===== config.mk =====
export PLATFORM = sky130hd
export DESIGN_NAME = mem_req_ctrl
export DESIGN_NICKNAME = d
export VERILOG_FILES = /design/src/rtl/mem_req_ctrl.sv
export SDC_FILE = /design/constraint.sdc
export NUM_CORES = 1
export LEC_CHECK = 0
export CORE_MARGIN = 5
export CORE_UTILIZATION = 32
export DETAILED_ROUTE_END_ITERATION = 8
export PLACE_DENSITY = 0.66
export SLEW_MARGIN = 20
export SYNTH_ARGS = -nofsm -noshare
export SYNTH_HDL_FRONTEND = slang
export SYNTH_SLANG_ARGS = --single-unit

===== constraint.sdc =====
create_clock -name i_clk -period 8.7 [get_ports i_clk]
set_input_delay 0.87 -clock i_clk [delete_from_list [all_inputs] [get_ports i_clk]]
set_output_delay 0.87 -clock i_clk [all_outputs]
set_load 0.02 [all_outputs]

===== src/rtl/mem_req_ctrl.sv =====
// mem_req_ctrl: memory-side request sequencer for the multicycle CPU.
// Accepts one fetch or load/store request at a time. It drives the unified
// memory port for one cycle, then returns a done pulse with the result.
// Misaligned addresses are rejected without touching memory.
// Ports:
//   i_clk, i_reset                  clock, async active-high reset
//   i_fetch_req/i_fetch_pc          fetch request and address
//   i_data_req/i_data_we/i_data_addr/i_data_wdata   load/store request
//   o_ready, o_fetch_ack, o_data_ack                 handshake
//   o_fetch_done, o_data_done, o_err                 completion
//   o_resp_instr, o_resp_rdata, o_txn_count          results
//   o_mem_pc, o_mem_dataaddr, o_mem_iord, o_mem_irwrite, o_mem_we,
//   o_mem_writedata                                  memory controls
//   i_mem_instr, i_mem_readdata                      memory registered outputs
module mem_req_ctrl #(
    parameter logic [31:0] PC_START = 32'h0000_0000
) (
    input  logic        i_clk,
    input  logic        i_reset,
    input  logic        i_fetch_req,
    input  logic [31:0] i_fetch_pc,
    input  logic        i_data_req,
    input  logic        i_data_we,
    input  logic [31:0] i_data_addr,
    input  logic [31:0] i_data_wdata,
    output logic        o_ready,
    output logic        o_fetch_ack,
    output logic        o_data_ack,
    output logic        o_fetch_done,
    output logic        o_data_done,
    output logic        o_err,
    output logic [31:0] o_resp_instr,
    output logic [31:0] o_resp_rdata,
    output logic [31:0] o_txn_count,
    output logic [31:0] o_mem_pc,
    output logic [31:0] o_mem_dataaddr,
    output logic        o_mem_iord,
    output logic        o_mem_irwrite,
    output logic        o_mem_we,
    output logic [31:0] o_mem_writedata,
    input  logic [31:0] i_mem_instr,
    input  logic [31:0] i_mem_readdata
);

    typedef enum logic [2:0] {S_IDLE, S_FETCH, S_LOAD, S_STORE, S_RESP} state_t;

    state_t      r_state;
    logic        r_is_fetch;
    logic        r_is_store;
    logic        r_err;
    logic [31:0] r_instr;
    logic [31:0] r_rdata;
    logic [31:0] r_txn_count;
    logic [31:0] r_mem_pc;
    logic [31:0] r_mem_dataaddr;
    logic [31:0] r_mem_writedata;
    logic        r_mem_iord;
    logic        r_mem_irwrite;
    logic        r_mem_we;

    logic w_idle, w_resp, w_fetch_ok, w_load_ok;

    assign w_idle     = (r_state == S_IDLE);
    assign w_resp     = (r_state == S_RESP);
    assign w_fetch_ok = w_resp && r_is_fetch && !r_err;
    assign w_load_ok  = w_resp && !r_is_fetch && !r_is_store && !r_err;

    // ready is gated by reset so it reads 0 for the whole reset pulse.
    assign o_ready      = w_idle && !i_reset;
    assign o_data_ack   = o_ready && i_data_req;
    assign o_fetch_ack  = o_ready && !i_data_req && i_fetch_req;
    assign o_fetch_done = w_resp && r_is_fetch;
    assign o_data_done  = w_resp && !r_is_fetch;
    assign o_err        = w_resp && r_err;

    // In RESP the memory's registered output is passed straight through;
    // elsewhere the copy captured at the end of RESP is shown.
    assign o_resp_instr = w_fetch_ok ? i_mem_instr    : r_instr;
    assign o_resp_rdata = w_load_ok  ? i_mem_readdata : r_rdata;

    assign o_txn_count     = r_txn_count;
    assign o_mem_pc        = r_mem_pc;
    assign o_mem_dataaddr  = r_mem_dataaddr;
    assign o_mem_writedata = r_mem_writedata;
    assign o_mem_iord      = r_mem_iord;
    assign o_mem_irwrite   = r_mem_irwrite;
    assign o_mem_we        = r_mem_we;

    // Memory controls are registered and set on the accepting edge, so they
    // are valid for exactly the one access cycle. The async reset clears
    // mem_we at once, which aborts an in-flight store before it can commit.
    always_ff @(posedge i_clk or posedge i_reset) begin
        if (i_reset) begin
            r_state         <= S_IDLE;
            r_is_fetch      <= 1'b0;
            r_is_store      <= 1'b0;
            r_err           <= 1'b0;
            r_instr         <= 32'h0;
            r_rdata         <= 32'h0;
            r_txn_count     <= 32'h0;
            r_mem_pc        <= PC_START;
            r_mem_dataaddr  <= 32'h0;
            r_mem_writedata <= 32'h0;
            r_mem_iord      <= 1'b0;
            r_mem_irwrite   <= 1'b0;
            r_mem_we        <= 1'b0;
        end else begin
            case (r_state)
                S_IDLE: begin
                    if (i_data_req) begin
                        r_is_fetch <= 1'b0;
                        r_is_store <= i_data_we;
                        if (i_data_addr[1:0] != 2'b00) begin
                            r_err   <= 1'b1;
                            r_state <= S_RESP;
                        end else begin
                            r_err          <= 1'b0;
                            r_mem_dataaddr <= i_data_addr;
                            r_mem_iord     <= 1'b1;
                            if (i_data_we) begin
                                r_mem_we        <= 1'b1;
                                r_mem_writedata <= i_data_wdata;
                                r_state         <= S_STORE;
                            end else begin
                                r_state <= S_LOAD;
                            end
                        end
                    end else if (i_fetch_req) begin
                        r_is_fetch <= 1'b1;
                        r_is_store <= 1'b0;
                        if (i_fetch_pc[1:0] != 2'b00) begin
                            r_err   <= 1'b1;
                            r_state <= S_RESP;
                        end else begin
                            r_err         <= 1'b0;
                            r_mem_pc      <= i_fetch_pc;
                            r_mem_irwrite <= 1'b1;
                            r_state       <= S_FETCH;
                        end
                    end
                end
                S_FETCH, S_LOAD, S_STORE: begin
                    r_mem_iord    <= 1'b0;
                    r_mem_irwrite <= 1'b0;
                    r_mem_we      <= 1'b0;
                    r_state       <= S_RESP;
                end
                S_RESP: begin
                    if (!r_err)    r_txn_count <= r_txn_count + 32'd1;
                    if (w_fetch_ok) r_instr    <= i_mem_instr;
                    if (w_load_ok)  r_rdata    <= i_mem_readdata;
                    r_err   <= 1'b0;
                    r_state <= S_IDLE;
                end
                default: r_state <= S_IDLE;
            endcase
        end
    end

endmodule


Word-level counts from Yosys, hierarchy flattened
Cells that the tools add are included.

word-level totals
  word-level logic and storage cells = 88
  bits in registers = 201

cells by class
  bitwise gates (word level) = 4
  eq/ne operators = 11
  muxes and demuxes = 28
  reductions and logical operators = 31
  add/subtract/negate cells = 1

operators by type and width
  cell                                            count
  2-to-1 mux 32 bit                               2
  adder 32 x 1 -> 32 bit (second input constant)  1
  2-to-1 mux 1 bit                                17
  AND reduction 4 bit                             4
  2-to-1 mux 3 bit                                4
  != test 2 bit (second input constant)           6
  logical AND 1 bit                               10
  nonzero test 2 bit                              5
  case mux 1 bit (2 select lines)                 4
  == test 3 x 2 -> 1 bit (second input constant)  2
  case mux 3 bit (2 select lines)                 1
  AND reduction 2 bit                             3
  AND reduction 3 bit                             2
  logical NOT 1 bit                               5
  NOT 1 bit                                       4
  == test 3 x 1 -> 1 bit (second input constant)  1
  == test 3 bit (second input constant)           1
  logical NOT 3 bit                               1
  != test 3 bit (second input constant)           1
  OR reduction 3 bit                              1

Longest topological paths before layout
  word-level depth = 5
  mapped depth = 7

Least setup slack after synthesis
OpenSTA, ideal clock, no wires.

  kind = input port to output port
  start = in i_reset
  end = out o_data_ack
  stages on the path = 2
  path buffers = 0
  data arrival time = 5.744 ns
  path slack = 2.086 ns
  required time = 7.830 ns
  path through = inv_1 -> and3_1

on the way
  longest elaborated chain between the ends = 3

ends and longest elaborated chain
  what                                line  RTL
  start: declaration                  19    input logic i_reset,
  logical NOT 1 bit (no source line)  n/a
  logical AND 1 bit                   69    assign o_ready = w_idle && !i_reset;
  logical AND 1 bit                   70    assign o_data_ack = o_ready && i_data_req;
  end: declaration                    28    output logic o_data_ack,

Every way passes these cells.

Worst setup path after layout
  start = reg r_state[2]
  end = out o_resp_instr[9]

on the way
  longest elaborated chain between the ends = 4

ends and longest elaborated chain
  what                             line  RTL
  start: declaration               47    state_t r_state;
  start signal: assignment         94    r_state <= S_IDLE;
  start signal: assignment         115   r_state <= S_RESP;
  start signal: assignment         123   r_state <= S_STORE;
  == test 3 bit                    64    assign w_resp = (r_state == S_RESP);
  logical AND 1 bit (2 in series)  65    assign w_fetch_ok = w_resp && r_is_fetch && !r_err;
  2-to-1 mux 32 bit                n/a
  end: declaration                 32    output logic [31:0] o_resp_instr,

Every way passes these cells.

==> qor.yml <==
cts_resized: 0
initial_core_util_pct: 32.5
vias: 6379
tritoncts: "built"
ir_worst_vdd_uv: 204
synthArstFlopShare_pct: 100
utilization_pct: 51.1
synth_flop_cell: "dfrtp_1"
synth_area_um2: 8510
setup_tns_ns: 0
yosysUniqueCellTypes: 29
cp.arrival_ns: 3.11
min_period_over_period_pct: 45.8
postCtsHoldBufs: 0
root_buffer: "clkbuf_16"
core_um2: 26100
place_hpwl_um: 17300
insertion_delay_ns: 0.50
gp_congestion: 0.765
gr-total-overflow: 0
routed_via_density: 4.66
dieArea_um2: 29900
outcome: "finished clean"
fin_crit_ns: 3.98
ctsLongestPathBuffers: 3
synth-warning-count: 0
fmax_mhz: 251
slew_viol_final: 0
drv_cap: 0
avgRoutedWirePerCell_um: 17.3
finalHoldWorstSlack_ns: 0.471
dr.pass1.iters: 4
start_kind: "flip-flop"
layout-drive-gt1-share_pct: 23.3
critPathLaunch: "r_state[2]"
skew_ns: 0.00653
synth_area_leaders: "dfrtp_1 59%, mux2_2 25%, nand2_1 4.4%"
syn_nets: 811
grt_pass1_wl_um: 37600
final_cell_count_no_fill: 1368
drc: 0
synth_top_area_share_pct: 59.1
worstHoldPathType: "flip-flop to flip-flop"
synth_edf_count: 0
power-per-cell-area_nw_per_um2: 316
antenna_found_initial: 1
portBuffers: 365
finalPower_w: 0.00422
areaGrowthSynthToFinish_pct: 57.1
fill_cells: 2363
r2r_start: "r_state[2]"
end_kind: "output port"
numClockSinks: 201
dp_cells: 1324
nNetsFinal: 1181
io_pins: 366
grt.total_usage_pct: 15.3
hold_viol: 0
slew_headroom_pct: 32.3
grt_pass1_vias: 6632
min_path_cells: 2
path_clk_slew_ns: 0.06
p_leak_nw: 5.76
die_w_um: 173
syn_inst: 645
finalSetupViolations: 0
syn_area_per_cell_um2: 13.2
tightest_slew_ns: 1.02
rsz0062_at_grt: "false"
r2r.worst_path.cells: 6
drt_iter0_drc: 247
wirelength_um: 23700
synth_top_cell_by_area: "dfrtp_1"
rows: 59
ys_seq_area_share_pct: 59.1
path_max_fanout: 64
ys_ff_latch: 201
cp.required_ns: 7.83
hp-start: "o_mem_dataaddr[21]"
synth_common_cells: "201 x dfrtp_1, 190 x mux2_2, 100 x nand2_1"
worstSetupPathType: "flip-flop to output port"
grt_start_max_net_pins: 136
cts_setup_buffers: 0
ant_nets: 0
h-tree-depth: 1
fp.dieH_um: 173
cts_made_buffers: 24
synth_most_common_cell: "dfrtp_1"
[metal layers]
metal / vias to the layer above / GRT usage [%] / wire, µm
met1: 3133 / 17.9 / 9270
met4: 0 / 4.16 / 658
met3: 39 / 5.70 / 2080
met5: - / 0 / 0
li1: 2993 / - / -
met2: 214 / 26.5 / 11700
[per-stage QoR]
| stage | cell area (µm²) | setup slack (ns) |
|---|---|---|
| 3_3_place_gp | 12500 | 4.74 |
| 4_1_cts | 13400 | 4.62 |
| 6_report | 13400 | 4.72 |
| 5_1_grt | 13400 | 4.40 |
| 3_5_place_dp | 12500 | 4.75 |
| 2_1_floorplan | 8510 | 2.09 |
[cell families after synthesis]
group           synth area share, %
buf+inv                        1.41
simple gates                   9.84
flops                          59.1
fa+ha+maj                     0.147
mux                            25.3
compound gates                0.986
xor+xnor                       3.19
[final timing paths]
path                                        to  slack [ns]
max                            o_resp_instr[9]        4.72
min                         o_mem_dataaddr[21]        0.47
max reg2reg                  o_mem_dataaddr[3]        5.93
min reg2reg                 o_mem_dataaddr[21]        0.47
max in group asynchronous  o_mem_writedata[20]        6.11
min in group asynchronous  o_mem_writedata[10]        0.96
[critical path, cell delays in order, from the launching register on]
cell	delay [ns]
dfrtp_1	0.55
nor4b_4	0.61
nand2_2	0.10
buf_4	0.35
mux2_2	0.32
clkdlybuf4s50_1	0.62
[where the power goes]
part	switching [W]	total, W	internal [W]
Clock	0.000385	0.00103	0.000648
Combinational	0.000812	0.00177	0.000961
Sequential	0.000164	0.00141	0.00125
[flip-flops by register name, summed over array words and instances, names as in the netlist]
| name | count |
|---|---|
| r_rdata | 32 |
| r_instr | 32 |
| o_txn_count | 32 |
| r_err | 1 |
| o_mem_irwrite | 1 |
| r_is_fetch | 1 |
| o_mem_writedata | 32 |
| o_mem_iord | 1 |
| o_mem_we | 1 |
| r_is_store | 1 |
| o_mem_dataaddr | 32 |
| o_mem_pc | 32 |
| r_state | 3 |
[cell type report]
cell class	instances	area [µm²]	area share [%]
Antenna cell	1	2.50	0.0187
Timing Repair Buffer	371	3700	27.7
Inverter	4	22.5	0.169
Multi-Input combinational cell	413	3360	25.1
Tap cell	335	419	3.14
Clock buffer	34	699	5.23
Clock inverter	9	130	0.974
Sequential cell	201	5030	37.6
[cells in the final DEF, fill, tap and decap left out, types with 4 or more instances in the layout]
cell type / instances
clkdlybuf4s50_1: 365
dfrtp_1: 201
mux2_2: 190
nand2_1: 98
clkbuf_16: 25
xnor2_1: 18
nor2_1: 15
nand3_1: 14
xor2_1: 13
nand4_1: 12
and3_1: 10
and2_1: 6
buf_4: 6
o21ai_0: 5
and4_1: 5
clkbuf_1: 5
nor3_1: 4
nor4_1: 4
clkbuf_8: 4
(Power assumes the default switching activity.)
